$ cat src/rtl/vga_timing_gen.sv
// Raster timing generator: pixel coordinates, syncs and pixel qualifiers.
//
// Ports:
//   clk          system clock
//   rst          asynchronous, active-high reset
//   Hcnt, Vcnt   current pixel column / line (11 bit)
//   hsync/vsync  sync outputs, active level set by H_POL / V_POL
//   video_on     high inside the visible area
//   pix_tick     one-clock pulse in the cycle the position changes
//   frame_start  pix_tick qualified by the position becoming (0,0)
//   frame_cnt    frames started since reset, wraps at 255
module vga_timing_gen #(
    parameter int unsigned CLK_DIV  = 2,
    parameter int unsigned H_ACTIVE = 800,
    parameter int unsigned H_FP     = 56,
    parameter int unsigned H_SYNC   = 120,
    parameter int unsigned H_BP     = 64,
    parameter int unsigned V_ACTIVE = 600,
    parameter int unsigned V_FP     = 37,
    parameter int unsigned V_SYNC   = 6,
    parameter int unsigned V_BP     = 23,
    parameter int unsigned H_POL    = 1,
    parameter int unsigned V_POL    = 1
) (
    input  logic        clk,
    input  logic        rst,
    output logic [10:0] Hcnt,
    output logic [10:0] Vcnt,
    output logic        hsync,
    output logic        vsync,
    output logic        video_on,
    output logic        pix_tick,
    output logic        frame_start,
    output logic [7:0]  frame_cnt
);

    localparam int unsigned CNT_W   = 11;
    localparam int unsigned DIV_W   = (CLK_DIV > 1) ? $clog2(CLK_DIV) : 1;
    localparam int unsigned H_TOTAL = H_ACTIVE + H_FP + H_SYNC + H_BP;
    localparam int unsigned V_TOTAL = V_ACTIVE + V_FP + V_SYNC + V_BP;

    localparam logic [DIV_W-1:0] DIV_LAST = DIV_W'(CLK_DIV - 1);
    localparam logic [CNT_W-1:0] H_LAST   = CNT_W'(H_TOTAL - 1);
    localparam logic [CNT_W-1:0] V_LAST   = CNT_W'(V_TOTAL - 1);
    localparam logic [CNT_W-1:0] H_ACT    = CNT_W'(H_ACTIVE);
    localparam logic [CNT_W-1:0] V_ACT    = CNT_W'(V_ACTIVE);
    localparam logic [CNT_W-1:0] HS_BEG   = CNT_W'(H_ACTIVE + H_FP);
    localparam logic [CNT_W-1:0] HS_END   = CNT_W'(H_ACTIVE + H_FP + H_SYNC);
    localparam logic [CNT_W-1:0] VS_BEG   = CNT_W'(V_ACTIVE + V_FP);
    localparam logic [CNT_W-1:0] VS_END   = CNT_W'(V_ACTIVE + V_FP + V_SYNC);
    localparam logic             HP       = 1'(H_POL);
    localparam logic             VP       = 1'(V_POL);

    logic [DIV_W-1:0] div;
    logic [DIV_W-1:0] div_nxt;
    logic             adv;
    logic             h_wrap;
    logic [CNT_W-1:0] h_nxt;
    logic [CNT_W-1:0] v_nxt;
    logic             hs_nxt;
    logic             vs_nxt;
    logic             von_nxt;
    logic             fs_nxt;

    // Next position and the qualifiers that will describe it, so every
    // registered output refers to the same pixel in the same cycle.
    always_comb begin
        adv     = (div == DIV_LAST);
        div_nxt = adv ? '0 : div + DIV_W'(1);
        h_wrap  = (Hcnt == H_LAST);
        h_nxt   = h_wrap ? '0 : Hcnt + CNT_W'(1);
        v_nxt   = Vcnt;
        if (h_wrap) begin
            v_nxt = (Vcnt == V_LAST) ? '0 : Vcnt + CNT_W'(1);
        end
        hs_nxt  = ((h_nxt >= HS_BEG) && (h_nxt < HS_END)) ? HP : ~HP;
        vs_nxt  = ((v_nxt >= VS_BEG) && (v_nxt < VS_END)) ? VP : ~VP;
        von_nxt = (h_nxt < H_ACT) && (v_nxt < V_ACT);
        fs_nxt  = (h_nxt == '0) && (v_nxt == '0);
    end

    // Reset parks on the last blanked pixel so the first advance lands on (0,0).
    always_ff @(posedge clk or posedge rst) begin
        if (rst) begin
            div         <= '0;
            Hcnt        <= H_LAST;
            Vcnt        <= V_LAST;
            hsync       <= ~HP;
            vsync       <= ~VP;
            video_on    <= 1'b0;
            pix_tick    <= 1'b0;
            frame_start <= 1'b0;
            frame_cnt   <= '0;
        end else begin
            div         <= div_nxt;
            pix_tick    <= adv;
            frame_start <= adv && fs_nxt;
            if (adv) begin
                Hcnt     <= h_nxt;
                Vcnt     <= v_nxt;
                hsync    <= hs_nxt;
                vsync    <= vs_nxt;
                video_on <= von_nxt;
                if (fs_nxt) begin
                    frame_cnt <= frame_cnt + 8'(1);
                end
            end
        end
    end

endmodule
$ cat config.mk
export PLATFORM = sky130hd
export DESIGN_NAME = vga_timing_gen
export DESIGN_NICKNAME = d
export VERILOG_FILES = /design/src/rtl/vga_timing_gen.sv
export SDC_FILE = /design/constraint.sdc
export NUM_CORES = 1
export LEC_CHECK = 0
export CORE_UTILIZATION = 35
export DETAILED_ROUTE_END_ITERATION = 6
export PLACE_DENSITY_LB_ADDON = 0.12
export SKIP_LAST_GASP = 1
export SYNTH_ARGS = -nofsm -noshare
export SYNTH_HDL_FRONTEND = slang
export SYNTH_SLANG_ARGS = --single-unit
export TNS_END_PERCENT = 30
$ cat constraint.sdc
create_clock -name clk -period 5.4 [get_ports clk]
set_clock_uncertainty 0.1 [all_clocks]
set_input_delay 1.35 -clock clk [delete_from_list [all_inputs] [get_ports clk]]
set_output_delay 1.35 -clock clk [all_outputs]
set_load 0.02 [all_outputs]
==> results of run 1 <==
==> metrics by stage <==
step                setup slack (ns)  power (W)
floorplan                       2.51   0.000279
global placement                2.20   0.000282
detailed placement              2.20   0.000282
CTS                             2.20   0.000486
global route                    1.89   0.000493
finish                          2.21   0.000475
==> final timing paths <==
path	to	slack, ns
worst max-delay path	frame_cnt[1]	2.21
worst min-delay path	frame_cnt[7]	0.37
worst max register to register	frame_cnt[1]	2.21
worst min register to register	frame_cnt[7]	0.37
max in group asynchronous	Hcnt[10]	3.48
min in group asynchronous	Vcnt[1]	1.37
==> registers in the layout, summed over array words and instances, names as in the netlist <==
signal,cells
Vcnt,11
pix_tick,1
video_on,1
frame_cnt,8
adv,1
frame_start,1
vsync,1
hsync,1
Hcnt,11
==> report_power, final <==
group	internal, W	switching, W	leakage, nW	total (W)
registers	0.000270	0	0.453	0.000270
logic	0.00000116	0.00000538	0.590	0.00000654
clock network	0.0000901	0.000109	0.0479	0.000199
==> cell families after synthesis <==
kind of cell	after synthesis	synth area share (%)
mux	5	2.26
simple gates	120	27.4
xor+xnor	26	9.37
fa+ha+maj	4	2.06
compound gates	54	16.4
buf+inv	27	4.89
flops	36	37.6
==> layer usage <==
layer  GRT usage [%]  wire, um  up-vias
met5               0         0        -
met4            5.00        56        0
met3            3.02       232        5
met2            28.5      2690       50
met1            23.6      2850     1002
li1                -         -     1041
==> cell usage in the layout, fill, tap and decap left out, types with 2 or more instances in the layout <==
cell,count
clkdlybuf4s50_1,36
nor3_1,9
o21bai_1,2
a211oi_1,2
a21o_1,3
o22ai_1,2
xor2_1,5
o31ai_1,8
nand2_1,30
and4_1,2
o2bb2ai_1,2
mux2_2,3
inv_1,5
xnor2_1,21
clkbuf_8,5
dfrtp_1,26
or3_1,3
nor2_1,17
nand4_1,11
clkinv_2,2
nor4_1,5
a31oi_1,3
nand3_1,14
a21oi_1,6
a21boi_0,2
o21ai_0,10
and3_1,12
dfstp_2,10
ha_1,4
==> critical path: cells and delay by family (launching register included) <==
family                   cells  cell delay [ns]
multiplexers                 1             0.32
AND/OR/NAND/NOR              4             1.25
adder cells (fa/ha/maj)      1             0.19
flip-flops                   1             0.67
AO/OA/AOI/OAI                2             0.54
==> layout make-up <==
class	instances	area, sq um	area share, %
timing repair buffer	37	368	12.7
sequential	36	913	31.6
tap	80	100	3.47
clock inverter	3	18.8	0.650
clock buffer	5	68.8	2.38
inverter	5	18.8	0.650
multi-input combinational	209	1400	48.5
==> results.json, run 1 <==
{
  "status": "complete, no violations",
  "fin_util_pct": 42.7,
  "htreeDepth": 2,
  "syn-instance-count": 272,
  "diodes": 0,
  "root_buffer": "clkbuf_8",
  "finalCritPeriodShare_pct": 59.1,
  "fin_nets": 300,
  "synth_edf_count": 0,
  "die_area_sq_mm": 0.00728,
  "pin_count": 37,
  "worstPathCellList": "ha_1, nand4_1, nor4_2, o21ai_0, a21oi_1, nand2_1, and4bb_4, mux2_1",
  "ys_warn_count": 0,
  "overflow": 0,
  "ant_nets": 0,
  "maxCapViolCount": 0,
  "areaGrowthSynthToFinish_pct": 18.7,
  "final_cells": 375,
  "ir_worst_vdd_mv": 0.0681,
  "min_from": "frame_cnt[7]",
  "place_area_sq_mm": 0.00280,
  "port-buffer-count": 36,
  "vias": 2098,
  "syn-num-nets": 278,
  "setup-tns-final_ns": 0,
  "period_needed_ns": 3.19,
  "grt_max_degree": 37,
  "drive_gt1_share_pct": 11.5,
  "cts_hold_buf": 0,
  "dp_hpwl_mm": 3.99,
  "dp_cells": 367,
  "via_per_inst": 5.59,
  "cts.clk_slew.worst_paths_ns": 0.08,
  "track_usage_pct": 17.4,
  "ys_types": 65,
  "antenna_found_initial": 0,
  "critPathRequiredTime_ns": 5.48,
  "ys_ff_latch": 36,
  "timing.final.hold_violations": 0,
  "fill_cells": 692,
  "clk_latency_ns": 0.30,
  "gp_congestion": 0.874,
  "cp_max_fo": 14,
  "cts_tree": "done",
  "dr.pass1.iters": 4,
  "cts-resized-gates": 0,
  "critPathSlowestCell": "nor4_2",
  "synth_ff_type": "dfrtp_1",
  "design_area_sq_mm": 0.00289,
  "rows": 30,
  "synthTopCellsByCount": "nand2_1, dfrtp_1, xnor2_1, nor2_1",
  "numCtsBuffers": 5,
  "postCtsSetupRepairBufs": 0,
  "min_path_cells": 1,
  "grt_pass1_wl_mm": 10.1,
  "rsz0062_at_grt": "false",
  "syn_area_per_cell_sq_um": 8.94,
  "critPathKind": "flip-flop to flip-flop",
  "synth_area_leaders": "dfrtp_1, dfstp_2, xnor2_1, nand2_1, and3_1",
  "synthesis.area_sq_mm": 0.00243,
  "whs_ns": 0.368,
  "grt_pass1_vias": 2038,
  "reg2regPathDepth": 8,
  "clockBufferDepth": 2,
  "timing.rr.start": "Vcnt[0]",
  "synth.yosys.seq_area_share_pct": 37.6,
  "cts_sinks": 36,
  "drc": 0,
  "synthArstFlopShare_pct": 100,
  "slew_headroom_pct": 39.0,
  "hp-class": "flip-flop to flip-flop",
  "setup_viol": 0,
  "fp.dieW_um": 85.3,
  "yosysTopAreaCell": "dfrtp_1",
  "wl_mm": 5.83,
  "crit_start": "Vcnt[0]",
  "synth_top_area_share_pct": 26.8,
  "p_leak_nw": 1.09,
  "slew_violations": 0,
  "max_stage_delay_ns": 0.70,
  "worst_slew_pin_slew_ns": 0.908,
  "endpoint_kind": "flip-flop",
  "drt-initial-drc-count": 144,
  "core_sq_mm": 0.00676,
  "start_kind": "flip-flop",
  "timing.fmax_ghz": 0.313,
  "wl_per_cell_um": 15.5,
  "die_h_um": 85.3,
  "p_per_area_mw_per_mm2": 165,
  "start_util_pct": 36.0,
  "arrival_ns": 3.27,
  "synth_most_common_cell": "nand2_1"
}
(Power assumes the default switching activity.)
==> inputs of run 2 (changes only) <==
==> constraint.sdc (replaced) <==
create_clock -name clk -period 2.8 [get_ports clk]
set_clock_uncertainty 0.1 [all_clocks]
set_input_delay 0.7 -clock clk [delete_from_list [all_inputs] [get_ports clk]]
set_output_delay 0.7 -clock clk [all_outputs]
set_load 0.02 [all_outputs]
==> results.json, run 2 (same netlist as run 1, synthesis figures left out) <==
{
  "final_cell_mix": "buf_4, clkdlybuf4s50_1, nand2_1",
  "reg2reg_slack_ns": 0.09,
  "gp_congestion": 0.908,
  "period_needed_ns": 2.71,
  "critPathKind": "flip-flop to flip-flop",
  "final_common_cell": "buf_4",
  "min_from": "frame_cnt[7]",
  "reg2reg_to": "frame_cnt[1]",
  "cts.clk_slew.worst_paths_ns": 0.08,
  "maxCapViolCount": 0,
  "drc": 0,
  "grt_pass1_wl_mm": 10.8,
  "power_w": 0.000916,
  "seq_area_sq_um": 915,
  "status": "complete, no violations",
  "timing.rr.start": "Vcnt[0]",
  "core_sq_mm": 0.00676,
  "areaGrowthSynthToFinish_pct": 33.6,
  "diodes": 0,
  "p_leak_nw": 1.29,
  "setup_viol": 0,
  "path_delay_family": "simple AND/OR/NAND/NOR gates",
  "multiInputGateArea_sq_mm": 0.00147,
  "fin_nets": 339,
  "root_buffer": "clkbuf_8",
  "fp.dieW_um": 85.3,
  "htreeDepth": 2,
  "ir_worst_vdd_mv": 0.120,
  "endpoint_kind": "flip-flop",
  "p_comb_share_pct": 1.4,
  "clk_latency_ns": 0.30,
  "worstHoldEndpoint": "frame_cnt[7]",
  "worstPathCellList": "ha_4, nand4_1, buf_4, or4_4, a211oi_2, a21oi_1, nor3_2, and4bb_4, mux2_4",
  "rows": 30,
  "cts_tree": "done",
  "p_per_area_mw_per_mm2": 282,
  "worst_slew_pin_slew_ns": 0.497,
  "ant_nets": 0,
  "timing.fmax_ghz": 0.369,
  "vias": 2233,
  "p_int_w": 0.000696,
  "slew_headroom_pct": 66.5,
  "track_usage_pct": 19.0,
  "finalCritPeriodShare_pct": 96.7,
  "die_h_um": 85.3,
  "clockBufferDepth": 2,
  "grt_max_degree": 37,
  "power_frac_clock_pct": 41.9,
  "critPathSlowestCell": "dfstp_2",
  "max_stage_delay_ns": 0.58,
  "cts_sinks": 36,
  "grt_pass1_vias": 2111,
  "start_util_pct": 36.0,
  "cp_max_fo": 3,
  "hp-class": "flip-flop to flip-flop",
  "dp_hpwl_mm": 4.80,
  "p_seq_share_pct": 56.8,
  "reg2regPathDepth": 9,
  "whs_ns": 0.370,
  "switching_share_pct": 24.0,
  "timing.final.hold_violations": 0,
  "wl_mm": 6.69,
  "pre_cts_slack_ns": 0.0264,
  "antenna_found_initial": 0,
  "arrival_ns": 2.79,
  "switching_power_w": 0.000220,
  "start_kind": "flip-flop",
  "die_area_sq_mm": 0.00728,
  "slew_violations": 0,
  "setup-tns-final_ns": 0,
  "fill_cells": 669,
  "dr.pass1.iters": 4,
  "min_path_cells": 1,
  "port-buffer-count": 36,
  "wl_per_cell_um": 16.1,
  "numCtsBuffers": 5,
  "pin_count": 37,
  "via_per_inst": 5.39,
  "fin_ws_ns": 0.0927,
  "largestRegisters": "Hcnt: 11 flops, Vcnt: 11 flops, frame_cnt: 8 flops",
  "critPathRequiredTime_ns": 2.89,
  "drive_gt1_share_pct": 25.7,
  "worst-path-buf-inv": 1,
  "overflow": 0,
  "drt-initial-drc-count": 76
}
[run 2: cell types whose count changed in the layout (fill, tap and decap cells not counted), moves of 2 or more]
cell	before	now
ha_1	4	2
buf_4	1	40
nor3_2	1	3
nor3_1	9	7
[run 2: layout make-up]
type | count | area share, %
sequential | 36 | 28.2
tap | 80 | 3.08
multi-input combinational | 209 | 45.1
clock buffer | 5 | 2.12
inverter | 5 | 0.578
clock inverter | 3 | 0.578
timing repair buffer | 76 | 20.3
[run 2: power groups by stage]
stage / sequential [W] / clock (W) / combinational [W]
5_1_grt: 0.000520 / 0.000420 / 0.0000153
3_3_place_gp: 0.000530 / 0 / 0.0000136
4_1_cts: 0.000520 / 0.000397 / 0.0000140
6_report: 0.000520 / 0.000384 / 0.0000126
3_5_place_dp: 0.000530 / 0 / 0.0000139
2_1_floorplan: 0.000530 / 0 / 0.00000753
[run 2: metal layers]
layer  GRT usage [%]  part of all wire, %  vias up
met4            6.06                  1.6        0
met2            29.8                   44       63
met3            3.02                  4.0       11
met5               0                    0        -
met1            26.7                   50     1049
li1                -                    -     1110
[run 2: how the worst max path moves through the flow]
| stage | cells past startpoint | endpoint | from | slack [ns] |
|---|---|---|---|---|
| global route | 9 | frame_cnt[1] | Vcnt[0] | -0.01 |
| finish | 9 | frame_cnt[1] | Vcnt[0] | 0.09 |
| CTS | 8 | frame_cnt[1] | Hcnt[0] | 0.02 |
| floorplan | 9 | frame_cnt[1] | Hcnt[0] | 0.01 |
| detailed placement | 8 | frame_cnt[1] | Hcnt[0] | 0.03 |
| global placement | 7 | frame_cnt[1] | Vcnt[4] | 0.12 |
[run 2: stage by stage]
stage	area, sq um	std cells	util [%]
final	3250	414	48.1
after floorplan	2450	272	-
after global routing	3250	414	48.1
after global placement	3080	402	45.5
after detailed placement	3080	402	45.5
after CTS	3160	410	46.8
[run 2: repair_timing]
action,in CTS,in global routing
buffers inserted,0,4
resized for setup,0,14
endpoints found under the setup margin,0,8
hold buffers,0,0
